$ cat src/rtl/branch_resolve_unit_pkg.sv
// Shared opcode/funct3 constants and fetch-state encoding
// for the branch resolve unit and its decoder.
package branch_resolve_unit_pkg;

  localparam logic [6:0] OPCODE_BRANCH = 7'b1100011;
  localparam logic [6:0] OPCODE_JAL    = 7'b1101111;
  localparam logic [6:0] OPCODE_JALR   = 7'b1100111;

  localparam logic [2:0] FUNCT3_BEQ  = 3'b000;
  localparam logic [2:0] FUNCT3_BNE  = 3'b001;
  localparam logic [2:0] FUNCT3_BLT  = 3'b100;
  localparam logic [2:0] FUNCT3_BGE  = 3'b101;
  localparam logic [2:0] FUNCT3_BLTU = 3'b110;
  localparam logic [2:0] FUNCT3_BGEU = 3'b111;

  typedef logic [1:0] fetch_state_t;

  localparam fetch_state_t ST_RUN    = 2'd0;
  localparam fetch_state_t ST_BUBBLE = 2'd1;
  localparam fetch_state_t ST_HALT   = 2'd2;

  localparam logic [31:0] BASEADDR_DEFAULT = 32'h0100_0000;

endpackage

$ cat src/rtl/branch_resolve_unit_decode.sv
// Combinational taken decode for branches and jumps
// from opcode/funct3 and the comparator flags.
module branch_taken_decode
  import branch_resolve_unit_pkg::*;
(
  input  logic [6:0] opcode,
  input  logic [2:0] funct3,
  input  logic       breq,
  input  logic       brlt,
  output logic       taken,
  output logic       is_branch,
  output logic       is_jump
);

  always_comb begin
    taken     = 1'b0;
    is_branch = 1'b0;
    is_jump   = 1'b0;
    unique case (1'b1)
      (opcode == OPCODE_BRANCH): begin
        case (funct3)
          FUNCT3_BEQ: begin
            is_branch = 1'b1;
            taken     = breq;
          end
          FUNCT3_BNE: begin
            is_branch = 1'b1;
            taken     = !breq;
          end
          FUNCT3_BLT, FUNCT3_BLTU: begin
            is_branch = 1'b1;
            taken     = brlt;
          end
          FUNCT3_BGE, FUNCT3_BGEU: begin
            is_branch = 1'b1;
            taken     = !brlt;
          end
          default: ;
        endcase
      end
      (opcode == OPCODE_JAL),
      (opcode == OPCODE_JALR): begin
        is_jump = 1'b1;
        taken   = 1'b1;
      end
      default: ;
    endcase
  end

endmodule

$ cat src/rtl/branch_resolve_unit.sv
// EX-stage branch resolution: owns the fetch PC, redirects,
// flushes, traps misaligned targets and counts branches.
module branch_resolve_unit
  import branch_resolve_unit_pkg::*;
#(
  parameter int                DWIDTH   = 32,
  parameter int                AWIDTH   = 32,
  parameter logic [AWIDTH-1:0] BASEADDR = BASEADDR_DEFAULT
) (
  input  logic              clk,
  input  logic              reset,
  input  logic              ex_valid_i,
  input  logic [6:0]        ex_opcode_i,
  input  logic [2:0]        ex_funct3_i,
  input  logic [AWIDTH-1:0] ex_pc_i,
  input  logic [DWIDTH-1:0] ex_imm_i,
  input  logic [DWIDTH-1:0] ex_rs1_i,
  input  logic              breq_i,
  input  logic              brlt_i,
  input  logic              stall_i,
  output logic [AWIDTH-1:0] pc_o,
  output logic              fetch_valid_o,
  output logic              redirect_o,
  output logic [AWIDTH-1:0] target_o,
  output logic              flush_o,
  output logic              misalign_o,
  output logic              halted_o,
  output logic [31:0]       br_count_o,
  output logic [31:0]       taken_count_o
);

  fetch_state_t      state;
  logic              taken;
  logic              is_branch;
  logic              is_jump;
  logic [DWIDTH-1:0] jalr_sum;
  logic [AWIDTH-1:0] jalr_tgt;
  logic [AWIDTH-1:0] target;
  logic              run;
  logic              resolve;
  logic              aligned;
  logic              cnt_en;

  branch_taken_decode u_decode (
    .opcode    (ex_opcode_i),
    .funct3    (ex_funct3_i),
    .breq      (breq_i),
    .brlt      (brlt_i),
    .taken     (taken),
    .is_branch (is_branch),
    .is_jump   (is_jump)
  );

  always_comb begin
    jalr_sum = ex_rs1_i + ex_imm_i;
    jalr_tgt = jalr_sum[AWIDTH-1:0] & ~AWIDTH'(1);
    if (is_jump && ex_opcode_i == OPCODE_JALR)
      target = jalr_tgt;
    else
      target = ex_pc_i + ex_imm_i[AWIDTH-1:0];
  end

  assign run     = (state == ST_RUN);
  assign resolve = run && ex_valid_i && taken;
  assign aligned = (target[1:0] == 2'b00);
  assign cnt_en  = run && ex_valid_i && is_branch;

  // Gate with reset so nothing leaks out while the PC is being forced
  assign redirect_o    = !reset && resolve && aligned;
  assign flush_o       = redirect_o;
  assign target_o      = reset ? '0 : target;
  assign fetch_valid_o = run;
  assign halted_o      = (state == ST_HALT);

  always_ff @(posedge clk or posedge reset) begin
    if (reset) begin
      state      <= ST_RUN;
      pc_o       <= BASEADDR;
      misalign_o <= 1'b0;
    end else begin
      unique case (state)
        ST_RUN: begin
          if (resolve && aligned) begin
            pc_o  <= target;
            state <= ST_BUBBLE;
          end else if (resolve) begin
            misalign_o <= 1'b1;
            state      <= ST_HALT;
          end else if (!stall_i) begin
            pc_o <= pc_o + AWIDTH'(4);
          end
        end
        ST_BUBBLE: state <= ST_RUN;
        ST_HALT:   state <= ST_HALT;
        default:   state <= ST_HALT;
      endcase
    end
  end

  always_ff @(posedge clk or posedge reset) begin
    if (reset) begin
      br_count_o    <= '0;
      taken_count_o <= '0;
    end else if (cnt_en) begin
      if (br_count_o != '1)
        br_count_o <= br_count_o + 32'd1;
      if (taken && taken_count_o != '1)
        taken_count_o <= taken_count_o + 32'd1;
    end
  end

endmodule

$ cat config.mk
export PLATFORM = sky130hd
export DESIGN_NAME = branch_resolve_unit
export DESIGN_NICKNAME = d
export VERILOG_FILES = /design/src/rtl/branch_resolve_unit_pkg.sv /design/src/rtl/branch_resolve_unit_decode.sv /design/src/rtl/branch_resolve_unit.sv
export SDC_FILE = /design/constraint.sdc
export NUM_CORES = 1
export LEC_CHECK = 0
export CAP_MARGIN = 20
export CORE_MARGIN = 4
export CORE_UTILIZATION = 54
export DETAILED_ROUTE_END_ITERATION = 8
export PLACE_DENSITY = 0.86
export SLEW_MARGIN = 20
export SYNTH_ARGS = -nofsm -noshare
export SYNTH_HDL_FRONTEND = slang
export SYNTH_SLANG_ARGS = --single-unit
$ cat constraint.sdc
create_clock -name clk -period 21.8 [get_ports clk]
set_input_delay 6.54 -clock clk [delete_from_list [all_inputs] [get_ports clk]]
set_output_delay 6.54 -clock clk [all_outputs]
set_load 0.03 [all_outputs]
After elaboration in Yosys (flattened, before gate mapping)
Index checks and enable logic that the tools add are counted.
{"block": "totals", "rom_bits": 0, "ff_bits": 99, "latch_bits": 0, "mem_count": 0, "output_inout_bits": 133, "wordCells": 61, "input_bits": 112, "ramBits": 0}
{"block": "op_classes", "mux": 13, "n_eq_ne": 15, "n_lt_le_gt_ge": 0, "shifts": 0, "div": 0, "n_bitwise": 1, "multipliers": 0, "addsub": 5, "n_reduce_logical": 22}
{"cell": "$mux 32", "n": 5}
{"cell": "$add 32x1->32 const B", "n": 2}
{"cell": "$add 32x32->32", "n": 2}
{"cell": "$ne 32x32->1 const B", "n": 2}
{"cell": "$add 32x3->32 const B", "n": 1}
{"cell": "$eq 7x7->1 const B", "n": 3}
{"cell": "$eq 3x3->1 const B", "n": 4}
{"cell": "$logic_and 1x1->1", "n": 8}
{"cell": "$reduce_and 3->1", "n": 2}
{"cell": "$reduce_or 2->1", "n": 3}
{"cell": "$reduce_or 6->1", "n": 1}
{"cell": "$logic_not 2->1", "n": 2}
{"cell": "$mux 2", "n": 2}
{"cell": "$ne 2x1->1 const B", "n": 2}
{"cell": "$pmux 1 s4", "n": 1}
{"cell": "$pmux 2 s2", "n": 1}
{"cell": "$reduce_and 2->1", "n": 2}
{"cell": "$eq 3x1->1 const B", "n": 1}
{"cell": "$logic_not 1->1", "n": 3}
{"cell": "$logic_not 3->1", "n": 1}
{"cell": "$mux 1", "n": 3}
{"cell": "$ne 3x1->1 const B", "n": 1}
{"cell": "$eq 2x1->1 const B", "n": 1}
{"cell": "$eq 2x2->1 const B", "n": 1}
{"cell": "2 further kinds", "n": 2}

Longest topological paths before layout
Gate-level depths: netlist (run 1).
{"block": "depth", "depth_word": 9, "ltp_mapped": 12, "depth_no_buf": 12}

Modules after synthesis
A second synthesis (run 1) with hierarchy kept.
{"block": "unflattened", "cells_unflattened": 1073, "area_unflattened_um2": 8836.0}
{"module": "branch_resolve_unit", "seq_area_each_um2": 2478.6, "area_per_inst_um2": 8764.7, "instances": 1, "cells_per_inst": 1062}
{"module": "branch_taken_decode", "seq_area_each_um2": 0.0, "area_per_inst_um2": 71.3, "instances": 1, "cells_per_inst": 11}

Least setup slack after synthesis (run 1)
Ideal clock, no wire load.
{"block": "synth_path", "path_type": "input to output", "start": "input port reset", "end": "output port target_o[0]", "arrival_time_ps": 10096, "required_time_ps": 15260, "stages": 3, "n_path_buf": 1, "slack_ps": 5164, "path_cell_list": "clkbuf_1 > clkinv_1 > and3_1"}
{"block": "synth_via", "elab_chain_len": 1}
{"element": "start, declared", "line": "branch_resolve_unit.sv:11", "rtl": "input logic reset,"}
{"element": "$mux 32", "line": "branch_resolve_unit.sv:71", "rtl": "assign target_o = reset ? '0 : target;"}
{"element": "end, declared", "line": "branch_resolve_unit.sv:24", "rtl": "output logic [AWIDTH-1:0] target_o,"}
No other way between the ends.

Worst setup path in the final report (run 1)
{"block": "layout_path", "start": "input port ex_imm_i[6]", "end": "output port target_o[31]"}
{"block": "layout_via", "elab_chain_len": 3, "elab_cells_between_ends": 4, "classes_between": "add/sub: 2; mux: 2"}
{"element": "start, declared", "line": "branch_resolve_unit.sv:16", "rtl": "input logic [DWIDTH-1:0] ex_imm_i,"}
{"element": "$add 32x32->32, on equally long branches", "line": "branch_resolve_unit.sv:60, branch_resolve_unit.sv:55"}
{"element": "$mux 32 *", "line": "branch_resolve_unit.sv:57", "rtl": "if (is_jump && ex_opcode_i == OPCODE_JALR)"}
{"element": "$mux 32 *", "line": "branch_resolve_unit.sv:71"}
Mark *: on every way between the ends. The rest lies on a longest branch, timed or not.

==> metrics.txt, run 1 <==
outcome finished, final reports clean; WP data arrival 10620 ps; Total Wirelength 28800 um; RSZ-0062 raised after global routing false; Seq/Total Area, Yosys 27.6%; Max Slew Vio Count 0; placed cell count 1549; crit path kind in -> out; largest net degree at the start of global routing 77; Post-Synthesis Cells 1123; Starting Density 55.8%; leak pwr 5.10 nW; Final period util 78.7%; Core Box Area 16100 um2; element type at the critical path start input port; Worst setup EP type output pin; post-cts resize count 0; fin nets 1522; Fmax 0.0583 GHz; Post-Syn Area 8970 um2; Fill cells 1267; Post-synth EDFFs 0; final setup fails 0; worst rel slew slack 35.9%; Post-Route Skew 4.61 ps; share of cells above drive strength 1 3.19%; cts bufs inserted 9; Worst Path Required 15260 ps; min cycle time layout 17160 ps; Final Hold Vio Count 0; H-tree levels 3; Clock Pin Slew Worst Setup and Hold Paths 70 ps; die area 18700 um2; pwr/cell area 54.1 nW/um2; Final ANT Viol Nets 0; clk sinks 99; dominant combinational cell family by area after synthesis simple AND/OR/NAND/NOR gates; Adder-Cell Fraction of Synth Area 9.38%; All-Layer GR Usage 29.6%; Layout Cells excl Fill 1565; Post-Route Setup TNS 0 ps; worst-skew pair later-pin latency 340 ps; crit-path max FO 5; Antenna Cells 0; Clock Tree Buf Depth 2; CP top delay family simple AND/OR/NAND/NOR gates; IO Pins 245; Cell Chain, Critical Path clkdlybuf4s50_1 > ha_1 > a2111oi_0 > o21ai_1 > and3_1 > nor4b_1 > nor3_1 > a21oi_1 > mux2i_1 > nand3_1 > a21oi_1 > clkdlybuf4s50_1; DRC Markers 0; Post-synth ARST share 100%; slowest stage delay, CP 720 ps; Critical-path top delay cell nor4b_1; Synth Flop Type dfrtp_1; mux cell area share after synthesis 1.37%; yosys warns 0; Final HPWL DP 22900 um; aggregate global routing overflow 0; IO Port Bufs 244; root buffer cell clkbuf_16; TritonCTS clock tree done; DR iter-0 viols 754; row cnt 46; Hold WC Path Type reg -> reg; Peak VDD IR 0.0000330 V; die height 137 um; Post-CTS Setup Repair Bufs 0; storage element area 2480 um2; global-route wire length before repair 44800 um; total number of vias 9587; Netlist cell types 80; Die Wd 137 um; slew at the pin closest to its max-slew limit 962 ps; flops & latches, synth 99; post-synth net total 1301; post-synth top area share 27.3%; Layout area overhead 32.3%; first drt pass iteration count 7; Avg Cell Area, Syn 7.99 um2; dominant cell type by area after synthesis dfrtp_1; GPL Wtd Cong 0.958; CTS Hold Bufs 0; routed length per instance 18.4 um; Simple-Gate Fraction of Synth Area 26.3%; initial antenna violation count 0; multi-input logic area 6200 um2; XOR/XNOR Fraction of Synth Area 10.3%; max cap viols 0; compound-gate portion of the synthesized area 21.9%; Worst Path Buf+Inv 2; vias in the first global route 8845; most area-consuming cells after synthesis dfrtp_1 (27%), ha_1 (8.9%), xnor2_1 (6.6%); number of vias per cell 6.13
metal layers:
metal	up-vias	global-route usage (%)	wire, um
met5	-	0	0
met4	0	7.98	653
met3	48	4.04	2540
met2	455	49.2	13400
met1	4514	40.8	12200
li1	4570	-	-
worst register-to-register path, cell delays in order, from the launching register on:
cell      delay (ps)
dfrtp_1          390
or2_1            370
clkinv_4         140
nand2_2          110
a2111o_1         350
buf_4            270
inv_2            710
o21ai_2          120
buf_4            260
a21o_1           190
a21oi_1          170
nand3_1          100
stage by stage:
stage	setup slack, ps	instance area, um2	power (mW)	utilization [%]	hold WS [ps]
floorplan	5160	8970	0.376	-	440
global placement	4880	11600	0.477	72.0	449
detailed placement	4800	11600	0.480	72.0	476
CTS	4750	11900	0.640	73.9	490
global route	4480	11900	0.673	73.9	511
finish	4640	11900	0.642	73.9	482
synth_stat cells (4+ instances only):
cell	instances
a2111oi_0	4
nand3_1	51
a21o_1	38
or2_1	5
nor2b_1	6
o21a_1	11
a21oi_1	98
dfrtp_1	98
nand2_1	102
nor3_1	23
and2_1	18
nand3b_1	6
mux2i_1	10
o211ai_1	4
nand2b_1	7
xnor2_1	68
a211oi_1	13
inv_1	26
o22a_1	7
o21bai_1	11
nor2_1	112
and3_1	29
o21ai_1	30
xor2_1	37
o22ai_1	5
a31oi_1	16
ha_1	64
clkbuf_1	34
o21ai_0	35
nand4_1	43
a211o_1	4
o31a_1	7
and4_1	11
or3_1	7
nor4_1	12
nor4b_1	4
o31ai_1	6
cells by family after synthesis:
group	count (synthesis)
AO/OA/AOI/OAI	311
XOR/XNOR	105
adder cells (fa/ha/maj)	66
buffers and inverters	71
flip-flops	99
multiplexers	12
AND/OR/NAND/NOR	459
power by group:
group	total, mW	switching (mW)	internal, mW
sequential	0.211	0.0157	0.195
clock	0.160	0.0701	0.0897
combinational	0.271	0.158	0.112
total	0.642	0.244	0.397
cell usage in the layout, fill, tap and decap left out, types with 9 or more instances in the layout:
cell and n:
clkbuf_16 9, and4_1 11, o21a_1 11, dfrtp_1 98, xor2_1 37, ha_1 64, xnor2_1 68, nor2_1 112
a31oi_1 16, nand3_1 51, mux2i_1 10, and2_1 18, and3_1 29, a211oi_1 13, o21ai_0 35, clkdlybuf4s50_1 244
nand2_1 102, a21o_1 38, a21oi_1 98, nor3_1 23, inv_1 26, o21ai_1 29, nor4_1 12, nand4_1 43
o21bai_1 11
state kept, by name, summed over array words and instances (netlist names):
name	flops
state	2
taken_count_o	32
br_count_o	32
misalign_o	1
pc_o	32
cell type report:
class | count | share of cell area [%]
timing repair buffer | 250 | 21.0
tap | 216 | 2.28
clock buffer | 9 | 1.90
clock inverter | 7 | 0.643
sequential | 99 | 20.9
multi-input combinational | 953 | 52.3
inverter | 31 | 1.04
worst paths after layout:
path	start	end	slack (ps)	cells past startpoint
min in group asynchronous	reset	pc_o[30]	6770	3
worst min-delay path	misalign_o	misalign_o	480	1
worst max register to register	state[1]	pc_o[18]	18500	11
worst min register to register	misalign_o	misalign_o	480	1
max in group asynchronous	reset	br_count_o[20]	13770	4
worst max-delay path	ex_imm_i[6]	target_o[31]	4640	12
No activity file was read; power rests on OpenSTA's default activity.
==> run 2, diff against run 1 <==
--- a/config.mk
+++ b/config.mk
@@ -7,9 +7,9 @@
 export LEC_CHECK = 0
 export CAP_MARGIN = 20
 export CORE_MARGIN = 4
-export CORE_UTILIZATION = 54
+export CORE_UTILIZATION = 50
 export DETAILED_ROUTE_END_ITERATION = 8
-export PLACE_DENSITY = 0.86
+export PLACE_DENSITY = 0.81
 export SLEW_MARGIN = 20
 export SYNTH_ARGS = -nofsm -noshare
 export SYNTH_HDL_FRONTEND = slang
==> constraint.sdc (replaced) <==
create_clock -name clk -period 17.31 [get_ports clk]
set_input_delay 5.193 -clock clk [delete_from_list [all_inputs] [get_ports clk]]
set_output_delay 5.193 -clock clk [all_outputs]
set_load 0.03 [all_outputs]
==> metrics.txt, run 2 (synthesized netlist as in run 1, its figures left out) <==
reg-to-reg setup timing slack 14060 ps; Post-Route Setup TNS 0 ps; IO Pins 245; DR iter-0 viols 768; hold path start misalign_o; All-Layer GR Usage 27.5%; Max Slew Vio Count 0; Total Wirelength 28200 um; final setup fails 0; fin nets 1522; Final Hold Vio Count 0; Worst setup EP type output pin; root buffer cell clkbuf_16; clk sinks 99; min cycle time layout 14370 ps; max cap viols 0; post-cts resize count 0; commonest non-fill, non-tap cell in the layout clkdlybuf4s50_1; TritonCTS clock tree done; share of cells above drive strength 1 3.11%; H-tree levels 3; crit path kind in -> out; leak pwr 5.09 nW; die area 20100 um2; slowest stage delay, CP 690 ps; total power 0.793 mW; Peak VDD IR 0.0000520 V; Cell Chain, Critical Path clkdlybuf4s50_1 > ha_1 > a2111oi_0 > o21ai_1 > and3_1 > nor4b_1 > nor3_1 > a21oi_1 > mux2i_1 > nand3_1 > a21oi_1 > clkdlybuf4s50_1; total number of vias 9484; GPL Wtd Cong 0.944; outcome finished, final reports clean; first drt pass iteration count 5; worst rel slew slack 38.4%; Fill cells 1494; DRC Markers 0; cts bufs inserted 9; Final HPWL DP 22300 um; Worst Path Required 12120 ps; Final period util 83.0%; Clock Pin Slew Worst Setup and Hold Paths 60 ps; crit-path max FO 5; Fmax 0.0696 GHz; FF-to-FF path depth 11; largest net degree at the start of global routing 87; Worst R2R End pc_o[22]; pwr/cell area 66.9 nW/um2; Final ANT Viol Nets 0; Starting Density 51.5%; reg2reg start state[1]; biggest regs br_count_o x32, pc_o x32, taken_count_o x32; slew at the pin closest to its max-slew limit 924 ps; CTS Hold Bufs 0; RSZ-0062 raised after global routing false; worst-skew pair later-pin latency 350 ps; global-route wire length before repair 45700 um; row cnt 48; Post-Route Skew 8.84 ps; Hold Crit Endpoint misalign_o; Die Wd 142 um; CP top delay family buffers and inverters; Finished Cell Area 11900 um2; WP data arrival 9180 ps; most frequent cells in the layout clkdlybuf4s50_1 (244), nor2_1 (112), nand2_1 (102); routed length per instance 17.9 um; element type at the critical path start input port; Layout area overhead 32.3%; Worst Path Buf+Inv 2; Placed Area 11600 um2; aggregate global routing overflow 0; Clock Tree Buf Depth 2; number of vias per cell 6.02; hold depth 1; Post-CTS Setup Repair Bufs 0; Core Box Area 17400 um2; Hold WC Path Type reg -> reg; vias in the first global route 9026; initial antenna violation count 1; die height 142 um; IO Port Bufs 244; Critical-path top delay cell clkdlybuf4s50_1
run 2: cell types whose count changed in the layout (fill, tap and decap cells not counted):
cell	delta
diode_2	+1
bufinv_16	-1
clkinv_2	-1
clkbuf_1	+1
clkinvlp_4	+1
buf_6	+1
buf_4	-1
run 2: per-layer routing:
metal  global-route usage [%]  routed length [um]  vias to the layer above
met5                        0                   0                        -
met4                     8.84                 780                        0
met3                     2.86                2330                       53
met2                     44.3               12800                      465
met1                     39.0               12300                     4409
li1                         -                   -                     4557
run 2: worst reg2reg max path, stage by stage (launching register included):
cell      delay [ps]
dfrtp_1          380
or2_1            360
clkinv_4         150
nand2_2          120
a2111o_1         350
buf_4            270
inv_2            700
o21ai_2          110
buf_4            260
nor4b_1          280
a21oi_1           80
o211ai_1         100
run 2: power by group:
| part | total [mW] | internal [mW] | switching, mW |
|---|---|---|---|
| Clock | 0.189 | 0.0988 | 0.0902 |
| Sequential | 0.265 | 0.246 | 0.0193 |
| Combinational | 0.339 | 0.141 | 0.198 |
| Total | 0.793 | 0.486 | 0.307 |
run 2: cell type report:
cell class | instances | area [um2] | area share (%)
tap | 225 | 282 | 2.37
clock buffer | 10 | 229 | 1.93
sequential | 99 | 2480 | 20.9
antenna | 1 | 2.50 | 0.0211
inverter | 31 | 124 | 1.04
multi-input combinational | 953 | 6200 | 52.3
clock inverter | 6 | 48.8 | 0.411
timing repair buffer | 250 | 2490 | 21.0
run 2: through the flow:
stage / hold slack [ps] / setup WS [ps] / cells / utilization [%]
after floorplan: 440 / 3370 / 1123 / -
after global placement: 446 / 3130 / 1558 / 66.5
after detailed placement: 456 / 3080 / 1558 / 66.5
after CTS: 471 / 3060 / 1574 / 68.1
after global routing: 475 / 2830 / 1575 / 68.1
final: 460 / 2940 / 1575 / 68.1
run 2: how the worst max path moves through the flow:
stage                startpoint      endpoint  slack, ps  cells after the start
finish              ex_imm_i[6]  target_o[31]       2940                     12
global route        ex_imm_i[6]  target_o[31]       2830                     12
CTS                 ex_imm_i[6]  target_o[31]       3060                     12
detailed placement  ex_imm_i[6]  target_o[31]       3080                     12
global placement    ex_imm_i[1]  target_o[30]       3130                     13
floorplan                 reset   target_o[0]       3370                      3
==> run 3, diff against run 2 <==
==> constraint.sdc (replaced) <==
create_clock -name clk -period 13.3 [get_ports clk]
set_input_delay 3.99 -clock clk [delete_from_list [all_inputs] [get_ports clk]]
set_output_delay 3.99 -clock clk [all_outputs]
set_load 0.03 [all_outputs]
==> metrics.txt, run 3 (synthesized netlist as in run 1, its figures left out) <==
final setup fails 0; pwr/cell area 87.4 nW/um2; initial antenna violation count 0; cts bufs inserted 9; Final Hold Vio Count 0; global-route track usage on met2 44.3%; Total Wirelength 28300 um; CTS Hold Bufs 0; Fill cells 1450; first drt pass iteration count 5; outcome finished, final reports clean; leak pwr 5.11 nW; aggregate global routing overflow 0; slew at the pin closest to its max-slew limit 917 ps; Hold Crit Endpoint misalign_o; global-route wire length before repair 44900 um; hold path start misalign_o; Post-CTS Setup Repair Bufs 0; FF-to-FF path depth 11; WP data arrival 7840 ps; reg2reg start state[1]; CP Launch Point ex_imm_i[0]; Worst Path Required 9310 ps; slowest stage delay, CP 750 ps; Final ANT Viol Nets 0; GPL Wtd Cong 0.933; fin nets 1523; worst rel slew slack 38.9%; die height 142 um; Peak VDD IR 0.0000693 V; element type at the critical path start input port; biggest regs br_count_o x32, pc_o x32, taken_count_o x32; RSZ-0062 raised after global routing false; Antenna Cells 0; total number of vias 9509; IO Pins 245; IO Port Bufs 244; TritonCTS clock tree done; die area 20100 um2; Clock Pin Slew Worst Setup and Hold Paths 70 ps; Cell Chain, Critical Path clkdlybuf4s50_1 > ha_1 > inv_1 > fa_1 > nor2b_1 > o31a_1 > o21ai_1 > nand4_1 > nand2_1 > o31ai_1 > xor2_1 > nor2_1 > a211oi_1 > clkdlybuf4s50_1; Final HPWL DP 22500 um; max cap viols 0; largest net degree at the start of global routing 66; crit path kind in -> out; share of cells above drive strength 1 3.26%; Final period util 89.0%; DRC Markers 0; Post-Route Skew 7.42 ps; met1 Use GR 37.9%; Post-Route Setup TNS 0 ps; Starting Density 51.5%; Max Slew Vio Count 0; reg-to-reg setup timing slack 10040 ps; most frequent cells in the layout clkdlybuf4s50_1 (244), nor2_1 (112), nand2_1 (102); post-cts resize count 0; All-Layer GR Usage 27.0%; Layout area overhead 32.4%; hold depth 1; Clock Tree Buf Depth 2; Fmax 0.0845 GHz; Critical-path top delay cell clkdlybuf4s50_1; Worst R2R End pc_o[12]; clk sinks 99; root buffer cell clkbuf_16; row cnt 48; commonest non-fill, non-tap cell in the layout clkdlybuf4s50_1; met3 Use GR 3.51%; vias in the first global route 8824; CP most frequent cell clkdlybuf4s50_1; min cycle time layout 11830 ps; Hold WC Path Type reg -> reg; Core Box Area 17400 um2; DR iter-0 viols 636; Layout Cells excl Fill 1575; worst-skew pair later-pin latency 340 ps; H-tree levels 3; grt peak-use layer met2; Die Wd 142 um; routed length per instance 18.0 um; number of vias per cell 6.04; crit-path max FO 4; placed cell count 1559; Worst setup EP type output pin
==> run 3: report_power, final <==
group          switching [mW]  internal, mW
Combinational           0.257         0.184
Sequential             0.0250         0.320
Clock                   0.117         0.134
==> run 3: worst max-delay path by stage <==
stage	cells after the start	endpoint	slack, ps
floorplan	3	target_o[0]	1760
global placement	13	target_o[30]	1550
detailed placement	13	target_o[30]	1520
CTS	14	target_o[22]	1510
global route	12	target_o[31]	1140
finish	14	target_o[22]	1470
==> run 3: layout make-up <==
cell class                      count  area [um2]  share of cell area [%]
Sequential cell                    99        2480                    20.9
Tap cell                          225         282                    2.37
Timing Repair Buffer              251        2490                    21.0
Clock inverter                      6        48.8                   0.411
Multi-Input combinational cell    953        6200                    52.3
Inverter                           31         124                    1.04
Clock buffer                       10         239                    2.01
==> run 3: per-stage QoR <==
| stage | setup slack, ps | area [um2] | util (%) | total power [mW] | hold WS [ps] |
|---|---|---|---|---|---|
| final | 1470 | 11900 | 68.2 | 1.04 | 465 |
| after global routing | 1140 | 11900 | 68.2 | 1.09 | 476 |
| after CTS | 1510 | 11900 | 68.2 | 1.04 | 469 |
| after detailed placement | 1520 | 11600 | 66.5 | 0.785 | 454 |
| after global placement | 1550 | 11600 | 66.5 | 0.783 | 446 |
| after floorplan | 1760 | 8970 | - | 0.617 | 440 |
==> run 3: critical path, delay by kind of cell <==
family	cells	cell delay [ps]
buffers and inverters	3	1370
AO/OA/AOI/OAI	4	980
adder cells (fa/ha/maj)	2	620
XOR/XNOR	1	250
AND/OR/NAND/NOR	4	630
==> run 3: metal layers <==
layer | up-vias | share of wire (%)
met2 | 435 | 46
met3 | 38 | 7.9
met1 | 4471 | 44
met5 | - | 0
met4 | 0 | 2.0
li1 | 4565 | -
